File: src/rtl/fib_pkg.sv
// Shared types and default sizes for the Fibonacci sequencer.
package fib_pkg;

    typedef enum logic [1:0] {
        IDLE = 2'd0,
        OUT  = 2'd1,
        ADD  = 2'd2,
        DONE = 2'd3
    } fib_state_t;

    localparam int FIB_WIDTH      = 64;
    localparam int FIB_CNT_W      = 8;
    localparam int FIB_SETTLE_CYC = 2;

endpackage

File: src/rtl/fib_sequencer_if.sv
// Control, term-stream and external-adder signals of the Fibonacci sequencer.
interface fib_sequencer_if
    import fib_pkg::*;
#(
    parameter int WIDTH = FIB_WIDTH,
    parameter int CNT_W = FIB_CNT_W
);
    logic             Start;
    logic [CNT_W-1:0] NumTerms;
    logic             Busy;
    logic             Done;
    logic [WIDTH-1:0] Term;
    logic [CNT_W-1:0] TermIndex;
    logic             TermValid;
    logic             TermReady;
    logic             Overflow;
    logic [WIDTH-1:0] AddNum1;
    logic [WIDTH-1:0] AddNum2;
    logic             AddCin;
    logic [WIDTH-1:0] AddSum;
    logic             AddCout;

    modport master (
        input  Start, NumTerms, TermReady, AddSum, AddCout,
        output Busy, Done, Term, TermIndex, TermValid, Overflow,
               AddNum1, AddNum2, AddCin
    );

    modport slave (
        output Start, NumTerms, TermReady, AddSum, AddCout,
        input  Busy, Done, Term, TermIndex, TermValid, Overflow,
               AddNum1, AddNum2, AddCin
    );
endinterface

File: src/rtl/fib_settle_timer.sv
// Loadable down-counter that pulses o_expire on the last enabled clock of a
// SETTLE_CYC-long wait.
module fib_settle_timer #(
    parameter int SETTLE_CYC = 2
) (
    input  logic clk,
    input  logic reset,
    input  logic i_load,
    input  logic i_en,
    output logic o_expire
);
    localparam int CW = (SETTLE_CYC < 2) ? 1 : $clog2(SETTLE_CYC + 1);

    logic [CW-1:0] r_cnt;

    always_ff @(posedge clk or posedge reset) begin
        if (reset) begin
            r_cnt <= '0;
        end else if (i_load) begin
            r_cnt <= CW'(SETTLE_CYC);
        end else if (i_en && (r_cnt != '0)) begin
            r_cnt <= r_cnt - CW'(1);
        end
    end

    assign o_expire = i_en && (r_cnt == CW'(1));
endmodule

File: src/rtl/fib_sequencer.sv
// Fibonacci control FSM: holds operands A/B, drives the external adder and
// streams F(0..NumTerms-1). Define FIB_OVF_HALT_EN to stop on adder carry-out.
module fib_sequencer
    import fib_pkg::*;
#(
    parameter int WIDTH      = FIB_WIDTH,
    parameter int CNT_W      = FIB_CNT_W,
    parameter int SETTLE_CYC = FIB_SETTLE_CYC
) (
    input  logic clk,
    input  logic reset,
    fib_sequencer_if.master bus
);
    fib_state_t       r_state, w_state_next;
    logic [WIDTH-1:0] r_a, w_a_next;
    logic [WIDTH-1:0] r_b, w_b_next;
    logic [WIDTH-1:0] r_term, w_term_next;
    logic [CNT_W-1:0] r_idx, w_idx_next;
    logic [CNT_W-1:0] r_num, w_num_next;
    logic [CNT_W-1:0] w_idx_inc;
    logic             w_timer_load;
    logic             w_timer_en;
    logic             w_expire;

`ifdef FIB_OVF_HALT_EN
    logic r_ovf, w_ovf_next;
`else
    logic w_unused_cout;
    assign w_unused_cout = bus.AddCout;
`endif

    assign w_idx_inc = r_idx + CNT_W'(1);

    fib_settle_timer #(
        .SETTLE_CYC (SETTLE_CYC)
    ) u_settle (
        .clk      (clk),
        .reset    (reset),
        .i_load   (w_timer_load),
        .i_en     (w_timer_en),
        .o_expire (w_expire)
    );

    always_ff @(posedge clk or posedge reset) begin
        if (reset) begin
            r_state <= IDLE;
            r_a     <= '0;
            r_b     <= WIDTH'(1);
            r_term  <= '0;
            r_idx   <= '0;
            r_num   <= '0;
`ifdef FIB_OVF_HALT_EN
            r_ovf   <= 1'b0;
`endif
        end else begin
            r_state <= w_state_next;
            r_a     <= w_a_next;
            r_b     <= w_b_next;
            r_term  <= w_term_next;
            r_idx   <= w_idx_next;
            r_num   <= w_num_next;
`ifdef FIB_OVF_HALT_EN
            r_ovf   <= w_ovf_next;
`endif
        end
    end

    always_comb begin
        w_state_next = r_state;
        w_a_next     = r_a;
        w_b_next     = r_b;
        w_term_next  = r_term;
        w_idx_next   = r_idx;
        w_num_next   = r_num;
        w_timer_load = 1'b0;
        w_timer_en   = 1'b0;
`ifdef FIB_OVF_HALT_EN
        w_ovf_next   = r_ovf;
`endif
        case (r_state)
            IDLE: begin
                if (bus.Start) begin
                    w_num_next   = bus.NumTerms;
                    w_idx_next   = '0;
                    w_a_next     = '0;
                    w_b_next     = WIDTH'(1);
                    w_term_next  = '0;
`ifdef FIB_OVF_HALT_EN
                    w_ovf_next   = 1'b0;
`endif
                    w_state_next = (bus.NumTerms == '0) ? DONE : OUT;
                end
            end
            OUT: begin
                if (bus.TermReady) begin
                    if (w_idx_inc == r_num) begin
                        w_state_next = DONE;
                    end else if (r_idx == '0) begin
                        // F(1) is known, so skip the adder for it
                        w_term_next = WIDTH'(1);
                        w_idx_next  = CNT_W'(1);
                    end else begin
                        w_state_next = ADD;
                        w_timer_load = 1'b1;
                    end
                end
            end
            ADD: begin
                w_timer_en = 1'b1;
                if (w_expire) begin
`ifdef FIB_OVF_HALT_EN
                    if (bus.AddCout) begin
                        w_ovf_next   = 1'b1;
                        w_state_next = DONE;
                    end else
`endif
                    begin
                        w_a_next     = r_b;
                        w_b_next     = bus.AddSum;
                        w_term_next  = bus.AddSum;
                        w_idx_next   = w_idx_inc;
                        w_state_next = OUT;
                    end
                end
            end
            DONE: begin
                w_state_next = IDLE;
            end
            default: begin
                w_state_next = IDLE;
            end
        endcase
    end

    assign bus.Busy      = (r_state != IDLE);
    assign bus.Done      = (r_state == DONE);
    assign bus.TermValid = (r_state == OUT);
    assign bus.Term      = r_term;
    assign bus.TermIndex = r_idx;
    assign bus.AddNum1   = r_a;
    assign bus.AddNum2   = r_b;
    assign bus.AddCin    = 1'b0;
`ifdef FIB_OVF_HALT_EN
    assign bus.Overflow  = r_ovf;
`else
    assign bus.Overflow  = 1'b0;
`endif
endmodule
File: src/flat_wrapper.sv
// flat-port wrapper written by rule: the top's interface ports become plain ports
module fib_sequencer_flat import fib_pkg::*;
#(
    parameter int WIDTH      = FIB_WIDTH,
    parameter int CNT_W      = FIB_CNT_W,
    parameter int SETTLE_CYC = FIB_SETTLE_CYC
)
  (clk, reset, bus_Start, bus_NumTerms, bus_TermReady, bus_AddSum, bus_AddCout, bus_Busy, bus_Done, bus_Term, bus_TermIndex, bus_TermValid, bus_Overflow, bus_AddNum1, bus_AddNum2, bus_AddCin);
  fib_sequencer_if #(.WIDTH(WIDTH), .CNT_W(CNT_W)) bus_i ();
  input  logic clk;
  input  logic reset;
  input wire logic [$bits(bus_i.Start)-1:0] bus_Start;
  input wire logic [$bits(bus_i.NumTerms)-1:0] bus_NumTerms;
  input wire logic [$bits(bus_i.TermReady)-1:0] bus_TermReady;
  input wire logic [$bits(bus_i.AddSum)-1:0] bus_AddSum;
  input wire logic [$bits(bus_i.AddCout)-1:0] bus_AddCout;
  output wire logic [$bits(bus_i.Busy)-1:0] bus_Busy;
  output wire logic [$bits(bus_i.Done)-1:0] bus_Done;
  output wire logic [$bits(bus_i.Term)-1:0] bus_Term;
  output wire logic [$bits(bus_i.TermIndex)-1:0] bus_TermIndex;
  output wire logic [$bits(bus_i.TermValid)-1:0] bus_TermValid;
  output wire logic [$bits(bus_i.Overflow)-1:0] bus_Overflow;
  output wire logic [$bits(bus_i.AddNum1)-1:0] bus_AddNum1;
  output wire logic [$bits(bus_i.AddNum2)-1:0] bus_AddNum2;
  output wire logic [$bits(bus_i.AddCin)-1:0] bus_AddCin;
  assign bus_i.Start = bus_Start;
  assign bus_i.NumTerms = bus_NumTerms;
  assign bus_i.TermReady = bus_TermReady;
  assign bus_i.AddSum = bus_AddSum;
  assign bus_i.AddCout = bus_AddCout;
  assign bus_Busy = bus_i.Busy;
  assign bus_Done = bus_i.Done;
  assign bus_Term = bus_i.Term;
  assign bus_TermIndex = bus_i.TermIndex;
  assign bus_TermValid = bus_i.TermValid;
  assign bus_Overflow = bus_i.Overflow;
  assign bus_AddNum1 = bus_i.AddNum1;
  assign bus_AddNum2 = bus_i.AddNum2;
  assign bus_AddCin = bus_i.AddCin;
  fib_sequencer #(.WIDTH(WIDTH), .CNT_W(CNT_W), .SETTLE_CYC(SETTLE_CYC)) u_core (.clk(clk), .reset(reset), .bus(bus_i));
endmodule
File: config.mk
export PLATFORM = sky130hd
export DESIGN_NAME = fib_sequencer_flat
export DESIGN_NICKNAME = d
export VERILOG_FILES = /design/src/rtl/fib_pkg.sv /design/src/rtl/fib_sequencer_if.sv /design/src/rtl/fib_settle_timer.sv /design/src/rtl/fib_sequencer.sv /design/src/flat_wrapper.sv
export SDC_FILE = /design/constraint.sdc
export NUM_CORES = 1
export LEC_CHECK = 0
export BUFFER_PORTS_ARGS = -buffer_cell sky130_fd_sc_hd__clkbuf_2
export CAP_MARGIN = 25
export CORE_UTILIZATION = 54
export CTS_CLUSTER_DIAMETER = 150
export CTS_CLUSTER_SIZE = 12
export DETAILED_ROUTE_END_ITERATION = 12
export PLACE_DENSITY = 0.85
export REMOVE_ABC_BUFFERS = 1
export SETUP_SLACK_MARGIN = 0.3
export SLEW_MARGIN = 30
export SYNTH_ARGS = -nofsm -noshare
export SYNTH_HDL_FRONTEND = slang
export SYNTH_SLANG_ARGS = --single-unit
File: constraint.sdc
create_clock -name clk -period 13.1 [get_ports clk]
set_clock_uncertainty 0.15 [all_clocks]
set_input_delay 0.655 -clock clk [delete_from_list [all_inputs] [get_ports clk]]
set_output_delay 0.655 -clock clk [all_outputs]
set_load 0.01 [all_outputs]
Word level (Yosys, flattened, before mapping)
Cells that the tools add are included.

storage, ports and cells
  bits of input ports = 77
  bits in latches = 0
  memory bits (read-only) = 0
  bits in writable memories = 0
  bits in registers = 212
  output and inout port bits = 205
  memories = 0
  word-level logic and storage cells = 64

cells by class
  magnitude comparators = 0
  $mul = 0
  equal/unequal tests = 11
  divide/modulo/power cells = 0
  reduce and logical (&&, ||, !) cells = 14
  multiplexer cells = 30
  shift operators = 0
  bitwise logic cells = 0
  add/subtract/negate cells = 2

operators by type and width
  operator             number
  $mux 64              7
  $pmux 64 s2          2
  $pmux 64 s3          1
  $mux 8               5
  $pmux 8 s3           1
  $logic_not 8->1      2
  $mux 2               8
  $add 8x1->8 const B  1
  $eq 8x8->1           1
  $ne 2x2->1 const B   4
  $pmux 2 s4           1
  $reduce_bool 2->1    4
  $reduce_and 6->1     1
  $mux 1               5
  $eq 2x1->1 const B   2
  $eq 2x2->1 const B   2
  $reduce_and 4->1     1
  $ne 3x2->1 const B   1
  $reduce_and 3->1     1
  $reduce_bool 3->1    1
  $logic_and 1x1->1    2
  $logic_not 2->1      1
  $ne 2x1->1 const B   1
  $reduce_and 2->1     1
  $sub 2x1->2 const B  1

Depth between registers and ports, before layout
  depth in word-level cells = 6
  gate-level depth with buffers = 11
  mapped depth without buffers = 8

Hierarchy
Synthesis repeated with hierarchy kept, for this count alone.

second synthesis, totals
  cells, all modules = 971
  area total of the unflattened synthesis = 9800.6 um^2

by module, submodules not included
  module            seq. area each (um^2)  times used  cells each  area an instance (um^2)
  fib_sequencer     5256.3                 1           956         9648.0
  fib_settle_timer  50.0                   1           15          152.6

Worst setup path after synthesis
Ideal clock, no wire load.

  path type = reg2reg
  start = reg u_core.r_state[0]
  end = reg u_core.r_term[10], in the netlist u_core.bus.Term[10]
  arrival = 2.174 ns
  data required time = 12.829 ns
  period minus slack after synthesis = 2.445 ns
  stages on the path, launching flop included = 11
  setup slack = 10.655 ns
  path buffers = 3
  library setup time = 0.121 ns
  cell sequence = dfrtp_1 > inv_1 > ha_1 > clkbuf_1 > inv_1 > o221ai_1 > a211o_1 > o21bai_1 > buf_6 > buf_4 > a22o_1

on the way
  cells in the longest elaborated chain, start to end = 5
  elaborated cells between the ends (all ways) = 13
  those cells by class = eq/ne (7); mux (2); reduce/logical (4)

RTL lines
  item                        line                    text
  start, declared             fib_sequencer.sv:14     fib_state_t r_state, w_state_next;
  start signal, assigned      fib_sequencer.sv:56     r_state <= w_state_next;
  $eq 2x2->1                  fib_sequencer.sv:80     case (r_state)
  $mux 1                      fib_sequencer.sv:80
  $logic_and 1x1->1           fib_settle_timer.sv:26  assign o_expire = i_en && (r_cnt == CW'(1));
  $ne 2x2->1 (no line)        -
  $reduce_and 6->1 (no line)  -
  end signal, assigned        fib_sequencer.sv:59     r_term <= w_term_next;
  end, declared               fib_sequencer.sv:17     logic [WIDTH-1:0] r_term, w_term_next;

Several ways; a longest one is shown, not always the timed one.
A chain may end at the register's enable or synchronous reset.

Worst setup path after layout
  start = reg u_core.r_idx[0], in the netlist u_core.bus.TermIndex[0]
  end = reg u_core.r_idx[5], in the netlist u_core.bus.TermIndex[5]

on the way
  cells in the longest elaborated chain, start to end = 4
  elaborated cells between the ends (all ways) = 8
  those cells by class = add/sub (1); eq/ne (3); mux (2); reduce/logical (2)

RTL lines
  item                        line                 text
  start, declared             fib_sequencer.sv:18  logic [CNT_W-1:0] r_idx, w_idx_next;
  start signal, assigned      fib_sequencer.sv:60  r_idx <= w_idx_next;
  $add 8x1->8                 fib_sequencer.sv:32  assign w_idx_inc = r_idx + CNT_W'(1);
  $eq 8x8->1                  fib_sequencer.sv:96  if (w_idx_inc == r_num) begin
  $ne 2x2->1 (no line)        -
  $reduce_and 6->1 (no line)  -

Several ways; a longest one is shown, not always the timed one. The select of a mux whose other input is x is not followed.

==> results.cfg <==
[run_status]
outcome = finished clean

[floorplan]
dieArea_um2 = 15800
start_util = 0.560
num_rows = 44
die_w_um = 126
die-height_um = 126
pin_count = 282
fp.coreArea_um2 = 14800

[yosys]
ys_ff_latch = 212
yosysWarnings = 0
syn_inst = 591
yosysTopAreaCell = dfrtp_1
syn_area_um2 = 8270
ys_seq_area_frac = 0.642
ys.flop_type = dfrtp_1
postSynth.asyncResetShare = 1.00
yosysMostFrequentCell = dfrtp_1
synth_top_area_share = 0.639
synthTopCellsByArea = dfrtp_1 (64%), a22o_1 (20%), buf_6 (1.5%), ha_1 (1.4%), mux2_2 (1.4%)
syn_avg_cell_area_um2 = 14.0
synth_edf_count = 0
yosys-top-cells-count = dfrtp_1 (211), a22o_1 (190), clkbuf_1 (29)
ys_types = 50

[drt]
detail_route.wirelength_um = 21700
vias = 6300
wire_per_inst_um = 20.9
drc = 0
vias_per_cell = 6.08
first_iter_violations = 552
ant_nets = 0
dr.pass1.iters = 4

[worst_setup_path]
cp.required_ns = 13.29
critPathBufInv = 2
rrSetupSlack_ns = 9.67
crit_slowest_cell = o21bai_4
crit_start = u_core.bus.TermIndex[0]
crit_type = register to register
cp_top_family = compound AO/OA/AOI/OAI gates
path_cells = ha_1, nand4_1, mux2i_1, and3_1, nand4_2, o21bai_4, buf_16, buf_4, o21ai_0
critPathLaunchType = register
critPathArrivalTime_ns = 3.61
critPathMaxFanout = 36
r2r_end = u_core.bus.TermIndex[5]
crit_path_end_kind = register
slowest_delay_ns = 0.55
rr_startpoint = u_core.bus.TermIndex[0]
rr_worst_depth = 9

[power]
p_clk_frac = 0.257
p_per_area_nw_per_um2 = 205
finalPower_mw = 2.10
leakagePower_nw = 5.53
combPwrFrac = 0.326
max-vdd-ir-drop_mv = 0.129
swShare = 0.360
p_int_mw = 1.35
p_sw_mw = 0.757
sequentialPowerShare = 0.416

[place]
place_congestion = 0.844
place_area_um2 = 9670
io_buffer_count = 278
post-place-ws_ns = 9.75
place_inst = 1007
dpl.hpwl_um = 14400

[sta]
period_share = 0.262
tightest_slew_ns = 0.907
finalHoldViolCount = 0
rsz0062_at_grt = false
fin_crit_ns = 3.43
tns_ns = 0
fmaxAchievable_ghz = 0.292
fin_ws_ns = 9.67
setup_viol = 0
maxSlewHeadroom = 0.395
slew_violations = 0

[clock_tree]
cts_setup_buffers = 0
htree_levels = 1
cts_buffers = 21
cts_max_path_buffers = 3
cts_hold_buf = 0
cts_root_buffer = clkbuf_16
ctsResizeCount = 0
clock_latency_ns = 0.48
cts_tree = done
cts.clk_slew.worst_paths_ns = 0.06
clock-sinks = 212

[cells_and_area]
drive_above_1_share = 0.390
area_growth_pct = 24.2
n_antenna_cell = 0
postLayoutCellArea_um2 = 10300
nets = 932
stdcell_count = 1036

[grt]
grt.total_usage = 0.274
antenna_found_initial = 0
grt_max_degree = 139
grt_overflow_total = 0
grt_pass1_wl_um = 34300
grt_pass1_vias = 6258

[hold_path]
hold_path_class = primary input to asynchronous set/reset pin

[flow_run]
cap_viol_max_count = 0
layer usage:
metal	routed length, um	global-route usage
met5	0	0
met4	767	0.101
met3	1470	0.0565
met2	10600	0.456
met1	8830	0.358
logic make-up (layout without fill, tap and decap cells):
kind of cell	count (synthesis)	after routing	synth area share
compound gates	224	224	0.232
flops	212	212	0.642
buf+inv	68	328	0.0456
simple gates	54	54	0.0383
mux	13	13	0.0173
xor+xnor	10	10	0.0106
fa+ha+maj	9	9	0.0136
other cells	1	2	0.000454
power groups by stage:
stage | Combinational (mW) | Sequential (mW) | Clock, mW
finish | 0.687 | 0.876 | 0.541
global route | 0.739 | 0.891 | 0.579
CTS | 0.689 | 0.874 | 0.550
detailed placement | 0.684 | 0.883 | 0
global placement | 0.653 | 0.875 | 0
floorplan | 0.341 | 0.921 | 0
through the flow:
step                      hold slack [ns]  utilization
after CTS                           0.232        0.695
after detailed placement            0.321        0.655
after global placement              0.316        0.653
after floorplan                     0.322            -
final                               0.118        0.696
after global routing                0.184        0.696
layout by cell type, fill, tap and decap left out, types with 8 or more instances in the layout:
master,synthesis,routed
mux2_2,10,10
a22o_1,190,190
o21ai_0,10,10
inv_1,15,14
dfrtp_1,211,211
ha_1,9,9
clkbuf_2,0,278
clkbuf_16,0,21
nand2_1,9,9
nand3_1,8,8
flip-flops by register name, indices dropped and copies added (netlist names):
name,cells
u_core.u_settle.r_cnt,2
u_core.bus.Term,64
u_core.bus.TermIndex,8
u_core.bus.AddNum1,64
u_core.bus.AddNum2,64
u_core.r_num,8
u_core.r_state,2
layout make-up:
class / instances / area, um2
multi-input combinational: 312 / 2610
tap: 184 / 230
timing repair buffer: 284 / 1460
sequential: 212 / 5310
fill: 1077 / 4490
inverter: 15 / 68.8
clock buffer: 27 / 548
clock inverter: 2 / 38.8
worst register-to-register path: stages, from the launching register on:
cell      delay (ns)
dfrtp_1         0.49
ha_1            0.38
nand4_1         0.22
mux2i_1         0.21
and3_1          0.18
nand4_2         0.22
o21bai_4        0.55
buf_16          0.24
buf_4           0.44
o21ai_0         0.21
worst max path at each step:
| stage | slack, ns | end | cells after the start |
|---|---|---|---|
| 6_report | 9.67 | u_core.bus.TermIndex[5] | 9 |
| 5_1_grt | 9.45 | u_core.bus.Term[32] | 9 |
| 4_1_cts | 9.69 | u_core.bus.TermIndex[5] | 9 |
| 3_5_place_dp | 9.75 | u_core.bus.TermIndex[1] | 9 |
| 3_3_place_gp | 9.55 | u_core.bus.TermIndex[1] | 8 |
| 2_1_floorplan | 6.50 | u_core.bus.AddNum1[0] | 1 |
No activity file was read; power rests on OpenSTA's default activity.
